==> src/rtl/pkt_len_meter_pkg.sv <==
// Shared types and constants for the packet length meter.
package pkt_meter_pkg;

  // Framing state: no packet open, or a packet open and accumulating.
  typedef enum logic {
    IDLE   = 1'b0,
    IN_PKT = 1'b1
  } state_e;

  // Why a finalized packet did not produce a record.
  typedef enum logic [1:0] {
    NONE  = 2'd0,
    ERR   = 2'd1,
    RUNT  = 2'd2,
    GIANT = 2'd3
  } drop_e;

  // Ceiling for the event counters.
  localparam logic [15:0] SAT16 = 16'hFFFF;

  // Ceiling for the length accumulator; any value here is a giant.
  localparam logic [16:0] LEN_SAT = 17'h1FFFF;

endpackage

==> src/rtl/pkt_len_meter_sat_counter.sv <==
// 16-bit saturating event counter. inc_i is the amount to add this cycle
// (0..2), because abort can be bumped twice in one cycle.
module sat_counter
  import pkt_meter_pkg::*;
(
  input  logic        clk_i,
  input  logic        rst_i,
  input  logic [1:0]  inc_i,
  output logic [15:0] cnt_o
);

  logic [16:0] sum;

  assign sum = {1'b0, cnt_o} + {15'd0, inc_i};

  // Add the increment, clamping at the ceiling instead of wrapping.
  always_ff @(posedge clk_i or negedge rst_i) begin
    if (!rst_i)                   cnt_o <= '0;
    else if (sum > {1'b0, SAT16}) cnt_o <= SAT16;
    else                          cnt_o <= sum[15:0];
  end

endmodule

==> src/rtl/pkt_len_meter.sv <==
// Packet length meter: measures each framed packet, drops runts, giants,
// aborted and errored packets, and emits one {flow, size} strobe per good
// packet one cycle after its eop beat.
//
// Stream semantics: a beat is transferred on every cycle st_valid_i is high;
// there is no ready, so the meter must accept every valid beat. st_flow_i is
// meaningful on sop beats, st_empty_i and st_err_i on eop beats only.
module pkt_len_meter
  import pkt_meter_pkg::*;
#(
  parameter int A_WIDTH    = 10,
  parameter int DATA_BYTES = 8,
  parameter int MIN_LEN    = 64,
  parameter int MAX_LEN    = 9600
) (
  input  logic                          clk_i,
  input  logic                          rst_i,
  input  logic                          st_valid_i,
  input  logic                          st_sop_i,
  input  logic                          st_eop_i,
  input  logic [$clog2(DATA_BYTES)-1:0] st_empty_i,
  input  logic [A_WIDTH-1:0]            st_flow_i,
  input  logic                          st_err_i,
  output logic [A_WIDTH-1:0]            rx_flow_num_o,
  output logic [15:0]                   pkt_size_o,
  output logic                          pkt_size_en_o,
  output logic [15:0]                   runt_cnt_o,
  output logic [15:0]                   giant_cnt_o,
  output logic [15:0]                   abort_cnt_o
);

  localparam logic [17:0] DB18    = 18'(DATA_BYTES);
  localparam logic [16:0] DB17    = 17'(DATA_BYTES);
  localparam logic [16:0] MIN_L17 = 17'(MIN_LEN);
  localparam logic [16:0] MAX_L17 = 17'(MAX_LEN);

  // FSM state is a named signal so checkers can bind to it directly.
  state_e               state;
  logic [16:0]          len_q;
  logic [A_WIDTH-1:0]   flow_q;

  logic                 orphan;
  logic                 sop_abort;
  logic                 fin;
  logic [16:0]          fin_base;
  logic [A_WIDTH-1:0]   fin_flow;
  logic [17:0]          fin_sum;
  logic [16:0]          fin_len;
  logic [17:0]          acc_sum;
  logic [16:0]          acc_len;
  drop_e                reason;
  logic [1:0]           runt_inc;
  logic [1:0]           giant_inc;
  logic [1:0]           abort_inc;

  function automatic drop_e classify(input logic [16:0] l, input logic err);
    if (err)               return ERR;
    else if (l < MIN_L17)  return RUNT;
    else if (l > MAX_L17)  return GIANT;
    else                   return NONE;
  endfunction

  // Decode the current beat: abort/orphan detection, final length and verdict.
  always_comb begin
    orphan    = st_valid_i & ~st_sop_i & (state == IDLE);
    sop_abort = st_valid_i &  st_sop_i & (state == IN_PKT);
    fin       = st_valid_i &  st_eop_i & (st_sop_i | (state == IN_PKT));
    // A sop beat starts a fresh packet, so its length base is zero.
    fin_base  = st_sop_i ? 17'd0 : len_q;
    fin_flow  = st_sop_i ? st_flow_i : flow_q;
    // empty is always below DATA_BYTES, so this cannot underflow.
    fin_sum   = {1'b0, fin_base} + DB18 - 18'(st_empty_i);
    fin_len   = fin_sum[17] ? LEN_SAT : fin_sum[16:0];
    acc_sum   = {1'b0, len_q} + DB18;
    acc_len   = acc_sum[17] ? LEN_SAT : acc_sum[16:0];
    reason    = fin ? classify(fin_len, st_err_i) : NONE;
    runt_inc  = {1'b0, reason == RUNT};
    giant_inc = {1'b0, reason == GIANT};
    abort_inc = 2'({1'b0, sop_abort}) + 2'({1'b0, orphan}) +
                2'({1'b0, reason == ERR});
  end

  // Framing FSM, length accumulator and registered record outputs.
  always_ff @(posedge clk_i or negedge rst_i) begin
    if (!rst_i) begin
      state         <= IDLE;
      len_q         <= '0;
      flow_q        <= '0;
      pkt_size_en_o <= 1'b0;
      rx_flow_num_o <= '0;
      pkt_size_o    <= '0;
    end else begin
      pkt_size_en_o <= 1'b0;
      if (st_valid_i) begin
        if (st_sop_i) begin
          flow_q <= st_flow_i;
          if (st_eop_i) begin
            state <= IDLE;
            len_q <= '0;
          end else begin
            state <= IN_PKT;
            len_q <= DB17;
          end
        end else if (state == IN_PKT) begin
          if (st_eop_i) begin
            state <= IDLE;
            len_q <= '0;
          end else begin
            len_q <= acc_len;
          end
        end
      end
      if (fin && (reason == NONE)) begin
        pkt_size_en_o <= 1'b1;
        rx_flow_num_o <= fin_flow;
        pkt_size_o    <= fin_len[15:0];
      end
    end
  end

  sat_counter u_runt_cnt (
    .clk_i (clk_i),
    .rst_i (rst_i),
    .inc_i (runt_inc),
    .cnt_o (runt_cnt_o)
  );

  sat_counter u_giant_cnt (
    .clk_i (clk_i),
    .rst_i (rst_i),
    .inc_i (giant_inc),
    .cnt_o (giant_cnt_o)
  );

  sat_counter u_abort_cnt (
    .clk_i (clk_i),
    .rst_i (rst_i),
    .inc_i (abort_inc),
    .cnt_o (abort_cnt_o)
  );

endmodule

==> config.mk <==
export PLATFORM = sky130hd
export DESIGN_NAME = pkt_len_meter
export DESIGN_NICKNAME = d
export VERILOG_FILES = /design/src/rtl/pkt_len_meter_pkg.sv /design/src/rtl/pkt_len_meter_sat_counter.sv /design/src/rtl/pkt_len_meter.sv
export SDC_FILE = /design/constraint.sdc
export NUM_CORES = 1
export LEC_CHECK = 0
export ABC_AREA = 1
export BUFFER_PORTS_ARGS = -buffer_cell sky130_fd_sc_hd__buf_4
export CAP_MARGIN = 20
export CORE_MARGIN = 2
export CORE_UTILIZATION = 30
export CTS_BUF_LIST = sky130_fd_sc_hd__clkbuf_4
export CTS_CLUSTER_SIZE = 24
export DETAILED_ROUTE_END_ITERATION = 7
export SLEW_MARGIN = 5
export SYNTH_ARGS = -nofsm -noshare
export SYNTH_HDL_FRONTEND = slang
export SYNTH_SLANG_ARGS = --single-unit
==> constraint.sdc <==
create_clock -name clk_i -period 5.35 [get_ports clk_i]
set_input_delay 0.2675 -clock clk_i [delete_from_list [all_inputs] [get_ports clk_i]]
set_output_delay 0.2675 -clock clk_i [all_outputs]
set_load 0.02 [all_outputs]
# [After elaboration in Yosys (flattened, before gate mapping)]
# Index checks and enable logic that the tools add are counted.
[totals] reg_bits=103 latch_bits=0 ram_bits=0 romBits=0 input_bits=19 output_inout_bits=75 word_cells=57 n_memories=0
[op_classes] addsub=8 multipliers=0 div=0 order_cmp=5 eq_ne=3 n_shift=0 n_mux=19 bitwise_logic=9 n_reduce_logical=4
[op_table] cell="17-bit two-way mux" n=6
[op_table] cell="17-bit by 16-bit greater-than comparator with 1-bit output, second input constant" n=3
[op_table] cell="16-bit two-way mux" n=3
[op_table] cell="17-bit by 4-bit adder with 18-bit output, second input constant" n=2
[op_table] cell="16-bit by 1-bit adder with 17-bit output" n=2
[op_table] cell="18-bit by 3-bit subtractor with 18-bit output" n=1
[op_table] cell="16-bit by 2-bit adder with 17-bit output" n=1
[op_table] cell="17-bit by 14-bit greater-than comparator with 1-bit output, second input constant" n=1
[op_table] cell="17-bit by 7-bit < comparator with 1-bit output, second input constant" n=1
[op_table] cell="10-bit two-way mux" n=1
[op_table] cell="2-bit two-way mux" n=4
[op_table] cell="1-bit AND" n=6
[op_table] cell="2-bit == test, second input constant" n=2
[op_table] cell="1-bit two-way mux" n=4
[op_table] cell="4-bit two-way mux" n=1
[op_table] cell="1-bit by 1-bit adder with 2-bit output" n=1
[op_table] cell="2-bit by 1-bit adder with 2-bit output" n=1
[op_table] cell="2-bit by 1-bit == test with 1-bit output, second input constant" n=1
[op_table] cell="2-bit zero test" n=1
[op_table] cell="1-bit inverter" n=2
[op_table] cell="2-bit AND reduction" n=1
[op_table] cell="2-bit nonzero test" n=1
[op_table] cell="1-bit logical AND" n=1
[op_table] cell="1-bit bitwise OR" n=1

# [Depth between registers and ports, before layout]
[logic_depth] depth_word=14 depth_mapped=36 depth_no_buf=35

# [Hierarchy]
# From an unflattened synthesis, not the netlist that was laid out.
[hier_totals] hier_cells=930 area_unflattened_um2=6780.3
[modules_own_cells] module="pkt_len_meter" instances=1 cells_per_inst=575 area_per_inst_um2=3981.3 seq_area_each_um2=1326.3
[modules_own_cells] module="sat_counter (u_abort_cnt ...)" instances=2 cells_per_inst=119 area_per_inst_um2=925.9 seq_area_each_um2=400.4
[modules_own_cells] module="sat_counter (u_runt_cnt)" instances=1 cells_per_inst=117 area_per_inst_um2=947.2 seq_area_each_um2=400.4

# [Least setup slack after synthesis]
# OpenSTA, ideal clock, no wires.
[synth_path] kind="input to register" startpoint="in st_sop_i" endpoint="reg u_giant_cnt.cnt_o[10]" setup_time_ns=0.068 t_arrival_ns=4.464 t_required_ns=5.282 path_slack_ns=0.818 cell_stages=31 n_path_buf=5 cell_sequence="buf_6 clkbuf_1 nor2_1 ha_1 fa_1 nand2_1 nand2_1 o21ai_2 nand2_1 nand2_2 nand2_2 nand2_1 nand2_2 buf_6 o21ai_2 nand3_1 nand3_1 nand3_4 buf_4 nor2_1 ha_1 ha_1 nand3_1 nor2_1 nand4_1 nor2_1 inv_1 nor4_1 nand4_1 clkbuf_1 nand2_1"
[synth_via] elab_chain_cells=13 elab_cells_between_ends=16 classes_between="3 x add/sub; 3 x order compare; 1 x eq/ne; 7 x mux; 2 x bitwise"
[synth_rtl] element="from (decl)" line="pkt_len_meter.sv:19" source="input logic st_sop_i,"
[synth_rtl] element="17-bit two-way mux" line="pkt_len_meter.sv:69" source="fin_base = st_sop_i ? 17'd0 : len_q;"
[synth_rtl] element="17-bit by 4-bit adder with 18-bit output" line="pkt_len_meter.sv:72" source="fin_sum = {1'b0, fin_base} + DB18 - 18'(st_empty_i);"
[synth_rtl] element="18-bit by 3-bit subtractor with 18-bit output" line="pkt_len_meter.sv:72"
[synth_rtl] element="17-bit two-way mux" line="pkt_len_meter.sv:73" source="fin_len = fin_sum[17] ? LEN_SAT : fin_sum[16:0];"
[synth_rtl] element="17-bit by 14-bit greater-than comparator with 1-bit output" line="pkt_len_meter.sv:59" source="else if (l > MAX_L17) return GIANT;"
[synth_rtl] element="2-bit two-way mux" line="pkt_len_meter.sv:59"
[synth_rtl] element="2-bit two-way mux" line="pkt_len_meter.sv:58" source="else if (l < MIN_L17) return RUNT;"
[synth_rtl] element="2-bit two-way mux" line="pkt_len_meter.sv:57" source="if (err) return ERR;"
[synth_rtl] element="2-bit two-way mux *" line="pkt_len_meter.sv:76" source="reason = fin ? classify(fin_len, st_err_i) : NONE;"
[synth_rtl] element="2-bit == test *" line="pkt_len_meter.sv:78" source="giant_inc = {1'b0, reason == GIANT};"
[synth_rtl] element="16-bit by 1-bit adder with 17-bit output *" line="pkt_len_meter_sat_counter.sv:14" source="assign sum = {1'b0, cnt_o} + {15'd0, inc_i};"
[synth_rtl] element="17-bit by 16-bit greater-than comparator with 1-bit output" line="pkt_len_meter_sat_counter.sv:19" source="else if (sum > {1'b0, SAT16}) cnt_o <= SAT16;"
[synth_rtl] element="16-bit two-way mux *" line="pkt_len_meter_sat_counter.sv:19"
[synth_rtl] element="to (signal assigned)" line="pkt_len_meter_sat_counter.sv:20" source="else cnt_o <= sum[15:0];"
[synth_rtl] element="to (decl)" line="pkt_len_meter_sat_counter.sv:9" source="output logic [15:0] cnt_o"
# Every way passes the cells marked *; elsewhere a longest branch is shown, timed or not.
# A chain may end at the register's enable or synchronous reset.

# [Worst setup path in the final report]
[layout_path] startpoint="reg len_q[1]" endpoint="reg u_giant_cnt.cnt_o[4]"
[layout_via] elab_chain_cells=13 elab_cells_between_ends=14 classes_between="3 x add/sub; 3 x order compare; 1 x eq/ne; 7 x mux"
[layout_rtl] element="from (decl)" line="pkt_len_meter.sv:39" source="logic [16:0] len_q;"
[layout_rtl] element="from (signal assigned)" line="pkt_len_meter.sv:109" source="len_q <= acc_len;"
[layout_rtl] element="17-bit two-way mux *" line="pkt_len_meter.sv:69"
[layout_rtl] element="17-bit by 4-bit adder with 18-bit output *" line="pkt_len_meter.sv:72"
[layout_rtl] element="18-bit by 3-bit subtractor with 18-bit output *" line="pkt_len_meter.sv:72"
[layout_rtl] element="17-bit two-way mux *" line="pkt_len_meter.sv:73"
[layout_rtl] element="17-bit by 14-bit greater-than comparator with 1-bit output" line="pkt_len_meter.sv:59"
[layout_rtl] element="2-bit two-way mux" line="pkt_len_meter.sv:59"
[layout_rtl] element="2-bit two-way mux *" line="pkt_len_meter.sv:58"
[layout_rtl] element="2-bit two-way mux *" line="pkt_len_meter.sv:57"
[layout_rtl] element="2-bit two-way mux *" line="pkt_len_meter.sv:76"
[layout_rtl] element="2-bit == test *" line="pkt_len_meter.sv:78"
[layout_rtl] element="16-bit by 1-bit adder with 17-bit output *" line="pkt_len_meter_sat_counter.sv:14"
[layout_rtl] element="17-bit by 16-bit greater-than comparator with 1-bit output" line="pkt_len_meter_sat_counter.sv:19"
[layout_rtl] element="16-bit two-way mux *" line="pkt_len_meter_sat_counter.sv:19"
# Marked as above.

==> results.tsv <==
stage	metric	value	unit
routing	drt-pass1-iter-count	5	
global_routing	grt_pass1_vias	5188	
floorplan	start_util	0.308	
yosys	ys_seq_area_frac	0.402	
floorplan	fp.dieW	149	µm
sta	hold_viol	0	
place	place.gp.congestion	0.864	
routing	routed_via_density	4.49	
sta	setup_ws	0.572	ns
cts	cts-resized-gates	0	
routing	drc_errors	0	
run_status	status	finished, final reports clean	
cts	clock-sinks	101	
critical_path	arrival	5.18	ns
yosys	synthFlopType	dfrtp_1	
critical_path	r2r_end	u_giant_cnt.cnt_o[4]	
cts	cts_max_level	3	
critical_path	cp.required	5.75	ns
power_and_ir_drop	power.density	301	mW/mm²
global_routing	track_usage	0.142	
global_routing	antenna_found_initial	0	
critical_path	critical_path.max_fanout	13	
yosys	synth_area	0.00628	mm²
power_and_ir_drop	internal_power	1.33	mW
floorplan	die_h	149	µm
global_routing	grt_pass1_wl	25500	µm
critical_path	endpoint_kind	flip-flop	
cts	worstSkewPairLatency	0.47	ns
place	place_ws	0.436	ns
critical_path	cp-startpoint	len_q[1]	
worst_hold_path	hold_path.startpoint	st_valid_i	
yosys	synthArstFlopShare	1.00	
worst_hold_path	hold_path.class	primary input to flip-flop	
sta	fmaxAchievable	209	MHz
yosys	postSynthCellCount	849	
critical_path	slowest_stage	fa_1	
layout	area_delta_synth_final	17.2	%
place	place.detailed.hpwl	11800	µm
sta	slew_headroom	0.460	
floorplan	die_area	0.0221	mm²
power_and_ir_drop	power.leakage	4.09	nW
layout	finalNetCount	988	
routing	drtAntennaViolNets	0	
sta	fin_crit_sh	0.893	
sta	setup_viol	0	
critical_path	rr_startpoint	len_q[1]	
critical_path	reg2reg_depth	29	
floorplan	core_area	0.0204	mm²
power_and_ir_drop	p_seq_frac	0.460	
yosys	syn_avg_cell_area	7.40	µm²
power_and_ir_drop	power_frac_comb	0.365	
routing	routedWlPerCell	12.4	µm
sta	finalClockSkew	0.0206	ns
routing	vias	5459	
cts	cts_buffers	9	
cts	cts_tree	yes	
sta	maxSlewViolCount	0	
cts	cts.clk_slew.worst_paths	0.17	ns
layout	multiInputGateArea	0.00310	mm²
sta	rsz0062_at_grt	false	
layout	antennaDiodeCount	0	
cts	max-clock-path-buffers	2	
critical_path	critPathKind	flip-flop to flip-flop	
power_and_ir_drop	ir_worst_vdd	0.000240	V
routing	drtIter0Drc	260	
sta	fin_crit	4.78	ns
sta	final.setup.tns	0	ns
floorplan	fp-row-count	52	
run	drv_cap	0	
sta	worst_slew_pin_slew	0.808	ns
cts	ctsHoldBuffers	2	
cts	cts-root-buf	clkbuf_4	
global_routing	grt_max_degree	55	
place	port_buffers	93	
yosys	ys_ff_latch	101	
routing	wirelength	15100	µm
yosys	syn-num-nets	897	
critical_path	crit_end	u_giant_cnt.cnt_o[4]	
layout	drive_gt1_frac	0.165	
critical_path	worst_setup_path_start_kind	flip-flop	
global_routing	grt_overflow	0	
cts	post_cts_buffers	0	
power_and_ir_drop	switching_share	0.399	
yosys	synth_cell_type_count	37	
critical_path	r2r_setup_slack	0.57	ns
critical_path	slowest_delay	0.42	ns
power_and_ir_drop	clock_power_share	0.176	
floorplan	io_pins	94	
yosys	synth-edff-count	0	
layout	fillers	2171	
yosys	yosysWarnings	0	
layout	seq_area	0.00253	mm²
power_and_ir_drop	p_switching	0.885	mW
-- worst max-delay path, delay by kind of cell (launching register included) --
family,cells,cell delay [ns]
fa+ha+maj,5,1.32
compound gates,2,0.20
flops,1,0.39
simple gates,19,2.40
buf+inv,3,0.43
-- metal layers --
metal  vias to the layer above  GRT usage  wire length (µm)
met5                         -          0                 0
met4                         0     0.0295               169
met3                        16     0.0270               642
met2                       103      0.213              6570
met1                      2492      0.212              7730
li1                       2848          -                 -
-- cell usage after synthesis, types with 3 or more instances --
cell type  count  share of area
clkbuf_1      11         0.0066
nor4_1         5         0.0050
buf_4          4         0.0048
a21oi_1       23          0.018
nand3_1       65          0.052
nand3b_1       3         0.0036
dfrtp_1      101           0.40
nor2_2         7         0.0070
nand2_2       26          0.026
ha_1          27          0.054
nand2_1      234           0.14
o21ai_0       54          0.043
nor2_1        65          0.039
inv_1        135          0.081
and3_1         3         0.0030
xor2_1        16          0.022
nor3_1        11         0.0088
xnor2_1       16          0.022
nand4_1       13          0.013
o22ai_1        6         0.0060
-- cell families (layout without fill, tap and decap cells) --
logic type | after synthesis | count (layout) | share of synthesized area
DFF | 101 | 101 | 0.402
and+or+nand+nor | 440 | 440 | 0.310
buffers and inverters | 155 | 251 | 0.105
xor gates and xnor gates | 32 | 32 | 0.0446
adders and majority gates | 29 | 29 | 0.0601
AOI/OAI and AO/OA | 92 | 92 | 0.0783
-- power by group through the flow --
stage / Clock, mW / Sequential (mW) / Combinational [mW]
after floorplan: 0 / 1.17 / 0.357
after global placement: 0 / 1.04 / 0.808
after detailed placement: 0 / 1.04 / 0.820
after CTS: 0.408 / 1.02 / 0.822
after global routing: 0.440 / 1.04 / 0.906
final: 0.390 / 1.02 / 0.809
-- worst min-delay path by stage --
stage,slack [ns],cells after the start,end
2_1_floorplan,-0.03,0,flow_q[0]
3_3_place_gp,0.32,1,u_runt_cnt.cnt_o[9]
3_5_place_dp,0.31,1,u_runt_cnt.cnt_o[9]
4_1_cts,0.002,2,len_q[1]
5_1_grt,0.007,2,len_q[1]
6_report,0.03,2,len_q[1]
-- cell type report --
class / instances / area share
Timing Repair Buffer: 99 / 0.102
Sequential cell: 101 / 0.343
Clock inverter: 6 / 0.00764
Clock buffer: 10 / 0.0102
Inverter: 136 / 0.0710
Multi-Input combinational cell: 593 / 0.421
Tap cell: 270 / 0.0459
-- placed cells by master (no fill, tap or decap), drive strengths merged, types with 11 or more instances in the layout --
cell type and count:
nor3 11, xnor2 16, inv 137, dfrtp 101, nand2 262, a21oi 24
xor2 16, o21ai 57, nand3 66, buf 97, nand4 13, ha 27
nor2 73
-- sequential cells by signal, summed over array words and instances (netlist names) --
register,flops
len_q,15
rx_flow_num_o,10
pkt_size_o,16
u_runt_cnt.cnt_o,16
state,1
u_abort_cnt.cnt_o,16
flow_q,10
pkt_size_en_o,1
u_giant_cnt.cnt_o,16
-- through the flow --
| stage | util | hold slack (ns) | power, mW | area (µm²) | instances |
|---|---|---|---|---|---|
| after floorplan | - | -0.0281 | 1.53 | 6280 | 849 |
| after global placement | 0.354 | 0.320 | 1.84 | 7210 | 1197 |
| after detailed placement | 0.354 | 0.315 | 1.86 | 7210 | 1197 |
| after CTS | 0.362 | 0.00176 | 2.25 | 7370 | 1215 |
| after global routing | 0.362 | 0.00679 | 2.39 | 7370 | 1215 |
| final | 0.362 | 0.0310 | 2.22 | 7370 | 1215 |
(Power assumes the default switching activity.)
